**src/rtl/multicycle_control_if.sv**
```systemverilog
`default_nettype none
// ============================================================================
// Module   : multicycle_control_if
// Brief    : Control-unit bundle: opcode/handshake inputs, datapath strobes out.
// Revision : 1.0
// ============================================================================
interface multicycle_control_if #(
    parameter int OP_W  = 6,
    parameter int CNT_W = 32
);
    logic [OP_W-1:0]  op_i;
    logic             mem_ready_i;
    logic             stall_i;
    logic             pc_write_o;
    logic             pc_write_cond_o;
    logic             ir_write_o;
    logic             reg_write_o;
    logic             mem_read_o;
    logic             mem_write_o;
    logic             i_or_d_o;
    logic             mem_to_reg_o;
    logic             reg_dst_o;
    logic             alu_src_a_o;
    logic [1:0]       alu_src_b_o;
    logic [1:0]       alu_op_o;
    logic [1:0]       pc_source_o;
    logic             trap_o;
    logic             instr_done_o;
    logic [CNT_W-1:0] instr_count_o;
    logic [3:0]       state_o;

    // Control unit side
    modport master (
        input  op_i, mem_ready_i, stall_i,
        output pc_write_o, pc_write_cond_o, ir_write_o, reg_write_o,
               mem_read_o, mem_write_o, i_or_d_o, mem_to_reg_o, reg_dst_o,
               alu_src_a_o, alu_src_b_o, alu_op_o, pc_source_o,
               trap_o, instr_done_o, instr_count_o, state_o
    );

    // Datapath / environment side
    modport slave (
        output op_i, mem_ready_i, stall_i,
        input  pc_write_o, pc_write_cond_o, ir_write_o, reg_write_o,
               mem_read_o, mem_write_o, i_or_d_o, mem_to_reg_o, reg_dst_o,
               alu_src_a_o, alu_src_b_o, alu_op_o, pc_source_o,
               trap_o, instr_done_o, instr_count_o, state_o
    );
endinterface
`default_nettype wire

```
**src/rtl/multicycle_control.sv**
```systemverilog
`default_nettype none
// ============================================================================
// Module   : multicycle_control
// Brief    : Multi-cycle MIPS control FSM with memory handshake, stall,
//            illegal-opcode trap and retired-instruction counter.
// Revision : 1.0
// ============================================================================
module multicycle_control #(
    parameter int OP_W            = 6,
    parameter int CNT_W           = 32,
    parameter int MEM_HANDSHAKE   = 1,
    parameter int TRAP_ON_ILLEGAL = 1
) (
    input  logic                 clk_i,
    input  logic                 rst_i,
    multicycle_control_if.master bus
);

    typedef enum logic [3:0] {
        S_IDLE      = 4'd0,
        S_FETCH     = 4'd1,
        S_DECODE    = 4'd2,
        S_MEM_ADDR  = 4'd3,
        S_MEM_READ  = 4'd4,
        S_MEM_WB    = 4'd5,
        S_MEM_WRITE = 4'd6,
        S_EXECUTE   = 4'd7,
        S_ALU_WB    = 4'd8,
        S_BRANCH    = 4'd9,
        S_JUMP      = 4'd10,
        S_ADDI_EX   = 4'd11,
        S_ADDI_WB   = 4'd12,
        S_TRAP      = 4'd13
    } state_t;

    typedef struct packed {
        logic       pc_write;
        logic       pc_write_cond;
        logic       ir_write;
        logic       reg_write;
        logic       mem_read;
        logic       mem_write;
        logic       i_or_d;
        logic       mem_to_reg;
        logic       reg_dst;
        logic       alu_src_a;
        logic [1:0] alu_src_b;
        logic [1:0] alu_op;
        logic [1:0] pc_source;
        logic       trap;
        logic       retire;
        logic       retire_rdy;
    } ctrl_t;

    localparam logic [OP_W-1:0] c_op_rtype = OP_W'(6'b000000);
    localparam logic [OP_W-1:0] c_op_addi  = OP_W'(6'b001000);
    localparam logic [OP_W-1:0] c_op_lw    = OP_W'(6'b100011);
    localparam logic [OP_W-1:0] c_op_sw    = OP_W'(6'b101011);
    localparam logic [OP_W-1:0] c_op_beq   = OP_W'(6'b000100);
    localparam logic [OP_W-1:0] c_op_j     = OP_W'(6'b000010);

    state_t           r_state;
    ctrl_t            r_ctrl;
    logic [OP_W-1:0]  r_op;
    logic [CNT_W-1:0] r_count;
    logic             r_armed;

    state_t w_next;
    logic   w_ready;
    logic   w_run;
    logic   w_fetch;
    logic   w_legal;
    logic   w_retire;

    function automatic logic f_legal(input logic [OP_W-1:0] op);
        return (op == c_op_rtype) || (op == c_op_addi) || (op == c_op_lw) ||
               (op == c_op_sw)    || (op == c_op_beq)  || (op == c_op_j);
    endfunction

    function automatic state_t f_next(input state_t s, input logic [OP_W-1:0] op,
                                      input logic [OP_W-1:0] op_q, input logic rdy,
                                      input logic armed);
        state_t n;
        n = s;
        case (s)
            S_IDLE:      if (armed) n = S_FETCH;
            S_FETCH:     if (rdy) n = S_DECODE;
            S_DECODE: begin
                if (op == c_op_lw || op == c_op_sw) n = S_MEM_ADDR;
                else if (op == c_op_rtype)          n = S_EXECUTE;
                else if (op == c_op_addi)           n = S_ADDI_EX;
                else if (op == c_op_beq)            n = S_BRANCH;
                else if (op == c_op_j)              n = S_JUMP;
                else n = (TRAP_ON_ILLEGAL != 0) ? S_TRAP : S_FETCH;
            end
            S_MEM_ADDR:  n = (op_q == c_op_lw) ? S_MEM_READ : S_MEM_WRITE;
            S_MEM_READ:  if (rdy) n = S_MEM_WB;
            S_MEM_WRITE: if (rdy) n = S_FETCH;
            S_EXECUTE:   n = S_ALU_WB;
            S_ADDI_EX:   n = S_ADDI_WB;
            S_MEM_WB, S_ALU_WB, S_BRANCH, S_JUMP, S_ADDI_WB: n = S_FETCH;
            S_TRAP:      n = S_TRAP;
            default:     n = S_IDLE;
        endcase
        return n;
    endfunction

    // Moore decode of a state; registered against the next state so the
    // outputs line up with r_state without a decode path after the flops.
    function automatic ctrl_t f_decode(input state_t s);
        ctrl_t c;
        c = '0;
        case (s)
            S_FETCH: begin
                c.mem_read  = 1'b1;
                c.ir_write  = 1'b1;
                c.pc_write  = 1'b1;
                c.alu_src_b = 2'b01;
            end
            S_DECODE:    c.alu_src_b = 2'b11;
            S_MEM_ADDR: begin
                c.alu_src_a = 1'b1;
                c.alu_src_b = 2'b10;
            end
            S_MEM_READ: begin
                c.mem_read = 1'b1;
                c.i_or_d   = 1'b1;
            end
            S_MEM_WB: begin
                c.mem_to_reg = 1'b1;
                c.reg_write  = 1'b1;
                c.retire     = 1'b1;
            end
            S_MEM_WRITE: begin
                c.mem_write  = 1'b1;
                c.i_or_d     = 1'b1;
                c.retire_rdy = 1'b1;
            end
            S_EXECUTE: begin
                c.alu_src_a = 1'b1;
                c.alu_op    = 2'b10;
            end
            S_ALU_WB: begin
                c.reg_dst   = 1'b1;
                c.reg_write = 1'b1;
                c.retire    = 1'b1;
            end
            S_BRANCH: begin
                c.alu_src_a     = 1'b1;
                c.alu_op        = 2'b01;
                c.pc_write_cond = 1'b1;
                c.pc_source     = 2'b01;
                c.retire        = 1'b1;
            end
            S_JUMP: begin
                c.pc_write  = 1'b1;
                c.pc_source = 2'b10;
                c.retire    = 1'b1;
            end
            S_ADDI_EX: begin
                c.alu_src_a = 1'b1;
                c.alu_src_b = 2'b10;
            end
            S_ADDI_WB: begin
                c.reg_write = 1'b1;
                c.retire    = 1'b1;
            end
            S_TRAP:      c.trap = 1'b1;
            default:     c = '0;
        endcase
        return c;
    endfunction

    assign w_ready  = (MEM_HANDSHAKE == 0) || bus.mem_ready_i;
    assign w_run    = !bus.stall_i;
    assign w_fetch  = (r_state == S_FETCH);
    assign w_legal  = f_legal(bus.op_i);
    assign w_next   = f_next(r_state, bus.op_i, r_op, w_ready, r_armed);
    assign w_retire = w_run && (r_ctrl.retire || (r_ctrl.retire_rdy && w_ready) ||
                      ((r_state == S_DECODE) && !w_legal && (TRAP_ON_ILLEGAL == 0)));

    // r_armed spends one cycle after reset release so FETCH starts on the 2nd edge
    always_ff @(posedge clk_i or negedge rst_i) begin
        if (!rst_i) begin
            r_state <= S_IDLE;
            r_ctrl  <= '0;
            r_op    <= '0;
            r_count <= '0;
            r_armed <= 1'b0;
        end else begin
            r_armed <= 1'b1;
            if (w_run) begin
                r_state <= w_next;
                r_ctrl  <= f_decode(w_next);
                if (r_state == S_DECODE) r_op <= bus.op_i;
                if (w_retire) r_count <= r_count + CNT_W'(1);
            end
        end
    end

    assign bus.pc_write_o      = w_run && r_ctrl.pc_write && (!w_fetch || w_ready);
    assign bus.ir_write_o      = w_run && r_ctrl.ir_write && w_ready;
    assign bus.pc_write_cond_o = w_run && r_ctrl.pc_write_cond;
    assign bus.reg_write_o     = w_run && r_ctrl.reg_write;
    assign bus.mem_read_o      = w_run && r_ctrl.mem_read;
    assign bus.mem_write_o     = w_run && r_ctrl.mem_write;
    assign bus.i_or_d_o        = r_ctrl.i_or_d;
    assign bus.mem_to_reg_o    = r_ctrl.mem_to_reg;
    assign bus.reg_dst_o       = r_ctrl.reg_dst;
    assign bus.alu_src_a_o     = r_ctrl.alu_src_a;
    assign bus.alu_src_b_o     = r_ctrl.alu_src_b;
    assign bus.alu_op_o        = r_ctrl.alu_op;
    assign bus.pc_source_o     = r_ctrl.pc_source;
    assign bus.trap_o          = r_ctrl.trap;
    assign bus.instr_done_o    = w_retire;
    assign bus.instr_count_o   = r_count;
    assign bus.state_o         = r_state;

endmodule
`default_nettype wire

```
**src/flat_wrapper.sv**
```systemverilog
// flat-port wrapper written by rule: the top's interface ports become plain ports
module multicycle_control_flat 
#(
    parameter int OP_W            = 6,
    parameter int CNT_W           = 32,
    parameter int MEM_HANDSHAKE   = 1,
    parameter int TRAP_ON_ILLEGAL = 1
)
  (clk_i, rst_i, bus_op_i, bus_mem_ready_i, bus_stall_i, bus_pc_write_o, bus_pc_write_cond_o, bus_ir_write_o, bus_reg_write_o, bus_mem_read_o, bus_mem_write_o, bus_i_or_d_o, bus_mem_to_reg_o, bus_reg_dst_o, bus_alu_src_a_o, bus_alu_src_b_o, bus_alu_op_o, bus_pc_source_o, bus_trap_o, bus_instr_done_o, bus_instr_count_o, bus_state_o);
  multicycle_control_if #(.OP_W(OP_W), .CNT_W(CNT_W)) bus_i ();
  input  logic clk_i;
  input  logic rst_i;
  input wire logic [$bits(bus_i.op_i)-1:0] bus_op_i;
  input wire logic [$bits(bus_i.mem_ready_i)-1:0] bus_mem_ready_i;
  input wire logic [$bits(bus_i.stall_i)-1:0] bus_stall_i;
  output wire logic [$bits(bus_i.pc_write_o)-1:0] bus_pc_write_o;
  output wire logic [$bits(bus_i.pc_write_cond_o)-1:0] bus_pc_write_cond_o;
  output wire logic [$bits(bus_i.ir_write_o)-1:0] bus_ir_write_o;
  output wire logic [$bits(bus_i.reg_write_o)-1:0] bus_reg_write_o;
  output wire logic [$bits(bus_i.mem_read_o)-1:0] bus_mem_read_o;
  output wire logic [$bits(bus_i.mem_write_o)-1:0] bus_mem_write_o;
  output wire logic [$bits(bus_i.i_or_d_o)-1:0] bus_i_or_d_o;
  output wire logic [$bits(bus_i.mem_to_reg_o)-1:0] bus_mem_to_reg_o;
  output wire logic [$bits(bus_i.reg_dst_o)-1:0] bus_reg_dst_o;
  output wire logic [$bits(bus_i.alu_src_a_o)-1:0] bus_alu_src_a_o;
  output wire logic [$bits(bus_i.alu_src_b_o)-1:0] bus_alu_src_b_o;
  output wire logic [$bits(bus_i.alu_op_o)-1:0] bus_alu_op_o;
  output wire logic [$bits(bus_i.pc_source_o)-1:0] bus_pc_source_o;
  output wire logic [$bits(bus_i.trap_o)-1:0] bus_trap_o;
  output wire logic [$bits(bus_i.instr_done_o)-1:0] bus_instr_done_o;
  output wire logic [$bits(bus_i.instr_count_o)-1:0] bus_instr_count_o;
  output wire logic [$bits(bus_i.state_o)-1:0] bus_state_o;
  assign bus_i.op_i = bus_op_i;
  assign bus_i.mem_ready_i = bus_mem_ready_i;
  assign bus_i.stall_i = bus_stall_i;
  assign bus_pc_write_o = bus_i.pc_write_o;
  assign bus_pc_write_cond_o = bus_i.pc_write_cond_o;
  assign bus_ir_write_o = bus_i.ir_write_o;
  assign bus_reg_write_o = bus_i.reg_write_o;
  assign bus_mem_read_o = bus_i.mem_read_o;
  assign bus_mem_write_o = bus_i.mem_write_o;
  assign bus_i_or_d_o = bus_i.i_or_d_o;
  assign bus_mem_to_reg_o = bus_i.mem_to_reg_o;
  assign bus_reg_dst_o = bus_i.reg_dst_o;
  assign bus_alu_src_a_o = bus_i.alu_src_a_o;
  assign bus_alu_src_b_o = bus_i.alu_src_b_o;
  assign bus_alu_op_o = bus_i.alu_op_o;
  assign bus_pc_source_o = bus_i.pc_source_o;
  assign bus_trap_o = bus_i.trap_o;
  assign bus_instr_done_o = bus_i.instr_done_o;
  assign bus_instr_count_o = bus_i.instr_count_o;
  assign bus_state_o = bus_i.state_o;
  multicycle_control #(.OP_W(OP_W), .CNT_W(CNT_W), .MEM_HANDSHAKE(MEM_HANDSHAKE), .TRAP_ON_ILLEGAL(TRAP_ON_ILLEGAL)) u_core (.clk_i(clk_i), .rst_i(rst_i), .bus(bus_i));
endmodule
```
**config.mk**
```make
export PLATFORM = sky130hd
export DESIGN_NAME = multicycle_control_flat
export DESIGN_NICKNAME = d
export VERILOG_FILES = /design/src/rtl/multicycle_control_if.sv /design/src/rtl/multicycle_control.sv /design/src/flat_wrapper.sv
export SDC_FILE = /design/constraint.sdc
export NUM_CORES = 1
export LEC_CHECK = 0
export ABC_CLOCK_PERIOD_IN_PS = 2000
export BUFFER_PORTS_ARGS = -buffer_cell sky130_fd_sc_hd__clkbuf_2
export CAP_MARGIN = 20
export CORE_UTILIZATION = 35
export DETAILED_ROUTE_END_ITERATION = 10
export PLACE_DENSITY = 0.62
export SYNTH_ARGS = -nofsm -noshare
export SYNTH_HDL_FRONTEND = slang
export SYNTH_SLANG_ARGS = --single-unit
```
**constraint.sdc**
```tcl
create_clock -name clk_i -period 2 [get_ports clk_i]
set_input_delay 0.2 -clock clk_i [delete_from_list [all_inputs] [get_ports clk_i]]
set_output_delay 0.2 -clock clk_i [all_outputs]
set_load 0.03 [all_outputs]
```
# ---- After elaboration in Yosys (flattened, before gate mapping)
# Cells that the tools add are included.
dict set report classes {
  n_addsub 1
  eq_ne 32
  mux 26
  n_bitwise 1
  n_reduce_logical 27
}
# cell count
set ops {}
lappend ops {{4-bit == test (second input constant)} 12}
lappend ops {{4-bit one-hot mux with 10 select lines} 1}
lappend ops {{32-bit by 1-bit adder with 32-bit output (second input constant)} 1}
lappend ops {{4-bit by 3-bit == test with 1-bit output (second input constant)} 8}
lappend ops {{4-bit 2-to-1 mux} 8}
lappend ops {{6-bit == test (second input constant)} 3}
lappend ops {{4-bit by 2-bit == test with 1-bit output (second input constant)} 4}
lappend ops {{1-bit 2-to-1 mux} 12}
lappend ops {{1-bit logical AND} 10}
lappend ops {{5-bit OR reduction} 2}
lappend ops {{4-bit by 1-bit == test with 1-bit output (second input constant)} 2}
lappend ops {{2-bit one-hot mux with 2 select lines} 2}
lappend ops {{2-bit OR reduction} 4}
lappend ops {{6-bit by 2-bit == test with 1-bit output (second input constant)} 1}
lappend ops {{6-bit by 3-bit == test with 1-bit output (second input constant)} 1}
lappend ops {{6-bit by 4-bit == test with 1-bit output (second input constant)} 1}
lappend ops {{6-bit zero test} 1}
lappend ops {{2-bit one-hot mux with 3 select lines} 1}
lappend ops {{4-bit zero test} 1}
lappend ops {{2-bit AND reduction} 2}
lappend ops {{4-bit OR reduction} 1}
lappend ops {{1-bit logical OR} 3}
lappend ops {{3-bit 2-to-1 mux} 1}
lappend ops {{3-bit OR reduction} 1}
lappend ops {{3 further kinds} 4}
dict set report totals {
  ff_bits 61
  input_bits 10
  output_inout_bits 54
  wordCells 106
}

# ---- Longest topological paths before layout
dict set report depth {
  word_depth 10
  depth_mapped 8
  mapped_depth_nobuf 6
}

# ---- Worst setup path before layout
# OpenSTA, ideal clock, no wires.
dict set report synth_timing {
  kind {register to register}
  start {register u_core.r_state[2] (netlist: u_core.bus.state_o[2])}
  end {register u_core.r_ctrl[1] (netlist name)}
  setup_time_ns 0.126
  arrival_ns 2.017
  t_required_ns 1.874
  setup_slack_ns -0.143
  path_stages_with_launch 9
  path_buffers 2
  period_less_slack_ns 2.143
  cell_sequence {dfrtp_1 buf_6 nor4b_4 o211ai_2 o31ai_2 nor2_4 buf_6 o21ba_1 o32a_1}
}
dict set report synth_via {
  elab_chain_cells 6
  elab_cells_between_ends 27
  cone_classes {eq/ne: 18; mux: 6; reduce/logical: 3}
}
# item line
set synth_rtl {}
lappend synth_rtl {{from (decl)} multicycle_control.sv:62} ;# state_t r_state;
lappend synth_rtl {{from (signal assigned)} multicycle_control.sv:193} ;# r_state <= w_next;
lappend synth_rtl {{4-bit by 3-bit == test with 1-bit output / 4-bit == test (equally long branches)} multicycle_control.sv:85} ;# case (s)
lappend synth_rtl {{5-bit OR reduction} multicycle_control.sv:85}
lappend synth_rtl {{4-bit one-hot mux with 10 select lines *} multicycle_control.sv:85}
lappend synth_rtl {{4-bit by 3-bit == test with 1-bit output / 4-bit == test (equally long branches)} multicycle_control.sv:113} ;# case (s)
lappend synth_rtl {{5-bit OR reduction (no line) *} n/a}
lappend synth_rtl {{1-bit 2-to-1 mux *} multicycle_control.sv:113}
lappend synth_rtl {{to (signal assigned)} multicycle_control.sv:194} ;# r_ctrl <= f_decode(w_next);
lappend synth_rtl {{to (decl)} multicycle_control.sv:63} ;# ctrl_t r_ctrl;
# Mark *: on every way between the ends. The rest lies on a longest branch, timed or not.
# A chain may end at the register's enable or synchronous reset.

# ---- Final worst setup path
dict set report layout_timing {
  start {register u_core.r_state[2] (netlist: u_core.bus.state_o[2])}
  end {register u_core.r_ctrl, in the netlist u_core.bus.i_or_d_o}
}
dict set report layout_via {
  elab_chain_cells 6
  elab_cells_between_ends 24
  cone_classes {eq/ne: 15; mux: 6; reduce/logical: 3}
}
# item line
set layout_rtl {}
lappend layout_rtl {{4-bit by 3-bit == test with 1-bit output / 4-bit == test (equally long branches)} multicycle_control.sv:85}
lappend layout_rtl {{5-bit OR reduction} multicycle_control.sv:85}
lappend layout_rtl {{4-bit one-hot mux with 10 select lines *} multicycle_control.sv:85}
lappend layout_rtl {{4-bit by 3-bit == test with 1-bit output} multicycle_control.sv:113}
lappend layout_rtl {{2-bit OR reduction (no line) *} n/a}
lappend layout_rtl {{1-bit 2-to-1 mux *} multicycle_control.sv:113}
# Marked as above.

==> flow_metrics.py <==
metrics = {
    "outcome": {
        "status": "complete, but fails checks",
        "violations": "negative setup slack",
    },
    "floorplan": {
        "core_area_um2": 8300,
        "die_h_um": 95.1,
        "start_util_pct": 36.6,
        "die_width_um": 95.1,
        "ios": 64,
        "row_count": 33,
        "dieArea_um2": 9040,
    },
    "finish": {
        "drive_above_1_share_pct": 43.3,
        "nets": 378,
        "fin_area_um2": 3950,
        "area_growth_pct": 30.2,
        "fill_cells": 780,
        "seq_area_um2": 1520,
        "diodes": 0,
        "utilization_pct": 47.6,
        "multiInputGateArea_um2": 1460,
    },
    "timing": {
        "rsz0062_at_grt": "true",
        "finClkSkew_ns": 0.00820,
        "fin_setup_tns_ns": -0.0153,
        "fmax_ghz": 0.497,
        "setup_viol": 2,
        "drv_slew": 0,
        "hold_viol": 0,
        "holdWs_ns": 0.170,
        "worstMarginPinSlew_ns": 0.495,
        "timing.final.crit_share_pct": 101,
        "max_slew_margin_pct": 66.8,
        "finalWorstSetupSlack_ns": -0.0127,
        "layout_min_cycle_time_ns": 2.01,
    },
    "job": {
        "cap_violations": 0,
    },
    "grt": {
        "grt_pass1_wl_mm": 11.5,
        "grt_max_degree": 61,
        "grt_pass1_vias": 2404,
        "grt_use_total_pct": 16.6,
        "gr-total-overflow": 0,
        "antenna_found_initial": 0,
    },
    "routing": {
        "drtPass1Iterations": 4,
        "via_count": 2393,
        "vias_per_cell": 5.02,
        "route.detailed.drc": 0,
        "detailedRoute.firstIterationViolations": 66,
        "wl_per_cell_um": 14.9,
        "antenna_left": 0,
        "wl_mm": 7.10,
    },
    "clock_network": {
        "cts.clk_slew.worst_paths_ns": 0.07,
        "clock_latency_ns": 0.33,
        "cts_tree": "built",
        "h-tree-depth": 3,
        "cts-root-buf": "clkbuf_8",
        "clock_sinks": 60,
        "cts_made_buffers": 9,
        "clockBufferDepth": 2,
    },
    "synth": {
        "syn-num-nets": 292,
        "synth_common_cells": "60 x dfrtp_1, 29 x xnor2_1, 28 x nand2_1",
        "ys_ff_latch": 60,
        "yosys_warnings": 0,
        "async_flop_share_pct": 100,
        "syn_area_per_cell_um2": 10.8,
        "syn_inst": 281,
        "yosysMostFrequentCell": "dfrtp_1",
        "synth_area_um2": 3030,
        "yosysTopAreaCell": "dfrtp_1",
        "synth_edf_count": 0,
        "synth.top_cell.area_share_pct": 49.5,
        "ys.flop_type": "dfrtp_1",
        "synth_area_leaders": "dfrtp_1 49%, xnor2_1 8.4%, nand2_1 3.5%",
        "synth.distinct_cells": 66,
        "ys_seq_area_share_pct": 49.5,
    },
    "placement": {
        "dpl_cell_area_um2": 3550,
        "gp_congestion": 0.886,
        "io_buffers": 63,
        "hpwl_mm": 5.00,
    },
    "critical_path": {
        "crit_path_max_fanout": 5,
        "crit_chain": "buf_12 > buf_8 > and3b_2 > a21oi_2 > nor2_2 > a211oi_4 > buf_4 > nand4_1 > a2bb2oi_1",
        "crit_path_top_delay_cell": "dfrtp_2",
        "critPathMaxStageDelay_ns": 0.43,
        "crit_arrival_ns": 2.26,
        "cp_num_buf_inv": 3,
        "crit_family": "compound AO/OA/AOI/OAI gates",
        "required_ns": 2.24,
        "cp-start-kind": "flop",
        "end_kind": "flop",
        "crit_type": "reg -> reg",
    },
    "power": {
        "design_power_total_w": 0.00526,
        "p_leak_nw": 1.83,
        "powerDensity_nw_per_um2": 1330,
        "ir_worst_vdd_uv": 867,
    },
    "hold_path": {
        "hp-class": "in -> reg",
    },
}
## sequential cells by signal, summed over array words and instances, names as in the netlist, 2 cells and up
register	count
u_core.bus.instr_count_o	32
u_core.bus.alu_src_b_o	2
u_core.bus.state_o	4
u_core.bus.pc_source_o	2
u_core.r_ctrl	6
u_core.r_op	6
u_core.bus.alu_op_o	2
## cells by family after synthesis
logic type | share of synthesized area [%]
simple gates | 20.2
flops | 49.5
compound gates | 10.9
xor+xnor | 10.1
buf+inv | 5.36
mux | 3.34
fa+ha+maj | 0.412
other cells | 0.124
## cell type report
class                      count  area share (%)
timing repair buffer          93            15.4
sequential                    60            38.4
inverter                       9           0.855
tap                          105            3.33
clock inverter                 4            1.20
clock buffer                  12            3.93
multi-input combinational    194            36.9
## worst paths after layout
| check | slack [ns] | startpoint | end | depth (start not counted) |
|---|---|---|---|---|
| max reg2reg | -0.01 | u_core.bus.state_o[2] | u_core.bus.i_or_d_o | 9 |
| min in group asynchronous | 0.41 | rst_i | u_core.r_op[4] | 3 |
| min reg2reg | 0.48 | u_core.bus.instr_count_o[31] | u_core.bus.instr_count_o[31] | 1 |
| max | -0.01 | u_core.bus.state_o[2] | u_core.bus.i_or_d_o | 9 |
| min | 0.17 | bus_op_i[2] | u_core.r_op[2] | 2 |
| max in group asynchronous | 1.30 | rst_i | u_core.bus.instr_count_o[8] | 3 |
## stage by stage
step | std cells | setup slack (ns)
2_1_floorplan | 281 | -0.107
3_3_place_gp | 453 | 0.0185
3_5_place_dp | 453 | 0.0144
4_1_cts | 474 | 0.00122
5_1_grt | 477 | -0.0560
6_report | 477 | -0.0127
## cells in the final DEF (no fill, tap or decap), types with 3 or more instances in the layout
| master | synthesis | routed |
|---|---|---|
| nor2b_1 | 4 | 4 |
| dfrtp_2 | 0 | 11 |
| clkbuf_2 | 1 | 62 |
| nand2_1 | 28 | 26 |
| nand4_1 | 12 | 12 |
| clkbuf_8 | 0 | 12 |
| buf_6 | 3 | 3 |
| nand3_1 | 9 | 9 |
| xor2_1 | 6 | 6 |
| nor3_1 | 4 | 3 |
| nand2_2 | 1 | 3 |
| mux2_2 | 9 | 8 |
| a21oi_1 | 9 | 8 |
| inv_1 | 9 | 8 |
| and2_1 | 3 | 3 |
| xnor2_1 | 29 | 29 |
| buf_4 | 9 | 22 |
| o21ai_0 | 5 | 3 |
| and3_1 | 6 | 6 |
| buf_12 | 0 | 3 |
| nand3b_1 | 4 | 4 |
| dfrtp_1 | 60 | 49 |
| nor2_1 | 15 | 14 |
## routing by layer
| metal | global-route usage [%] | routed length (um) |
|---|---|---|
| met2 | 26.2 | 3420 |
| met3 | 3.35 | 257 |
| met5 | 0 | 0 |
| met4 | 7.95 | 161 |
| met1 | 21.7 | 3260 |
## power breakdown
group | internal (W) | switching [W] | leakage (nW) | total (W)
sequential | 0.00150 | 0.000261 | 0.765 | 0.00176
clock | 0.000640 | 0.000472 | 0.102 | 0.00111
combinational | 0.00106 | 0.00133 | 0.966 | 0.00239
total | 0.00319 | 0.00207 | 1.83 | 0.00526
## what timing repair did
action / in CTS / in global routing
endpoints found under the hold margin: 60 / 0
gates resized for setup: 10 / 18
setup buffers: 4 / 4
setup endpoints to repair: 2 / 14
cloned: 0 / 0
hold buffers: 1 / 0
pin swaps: 3 / 12
No activity file was read; power rests on OpenSTA's default activity.
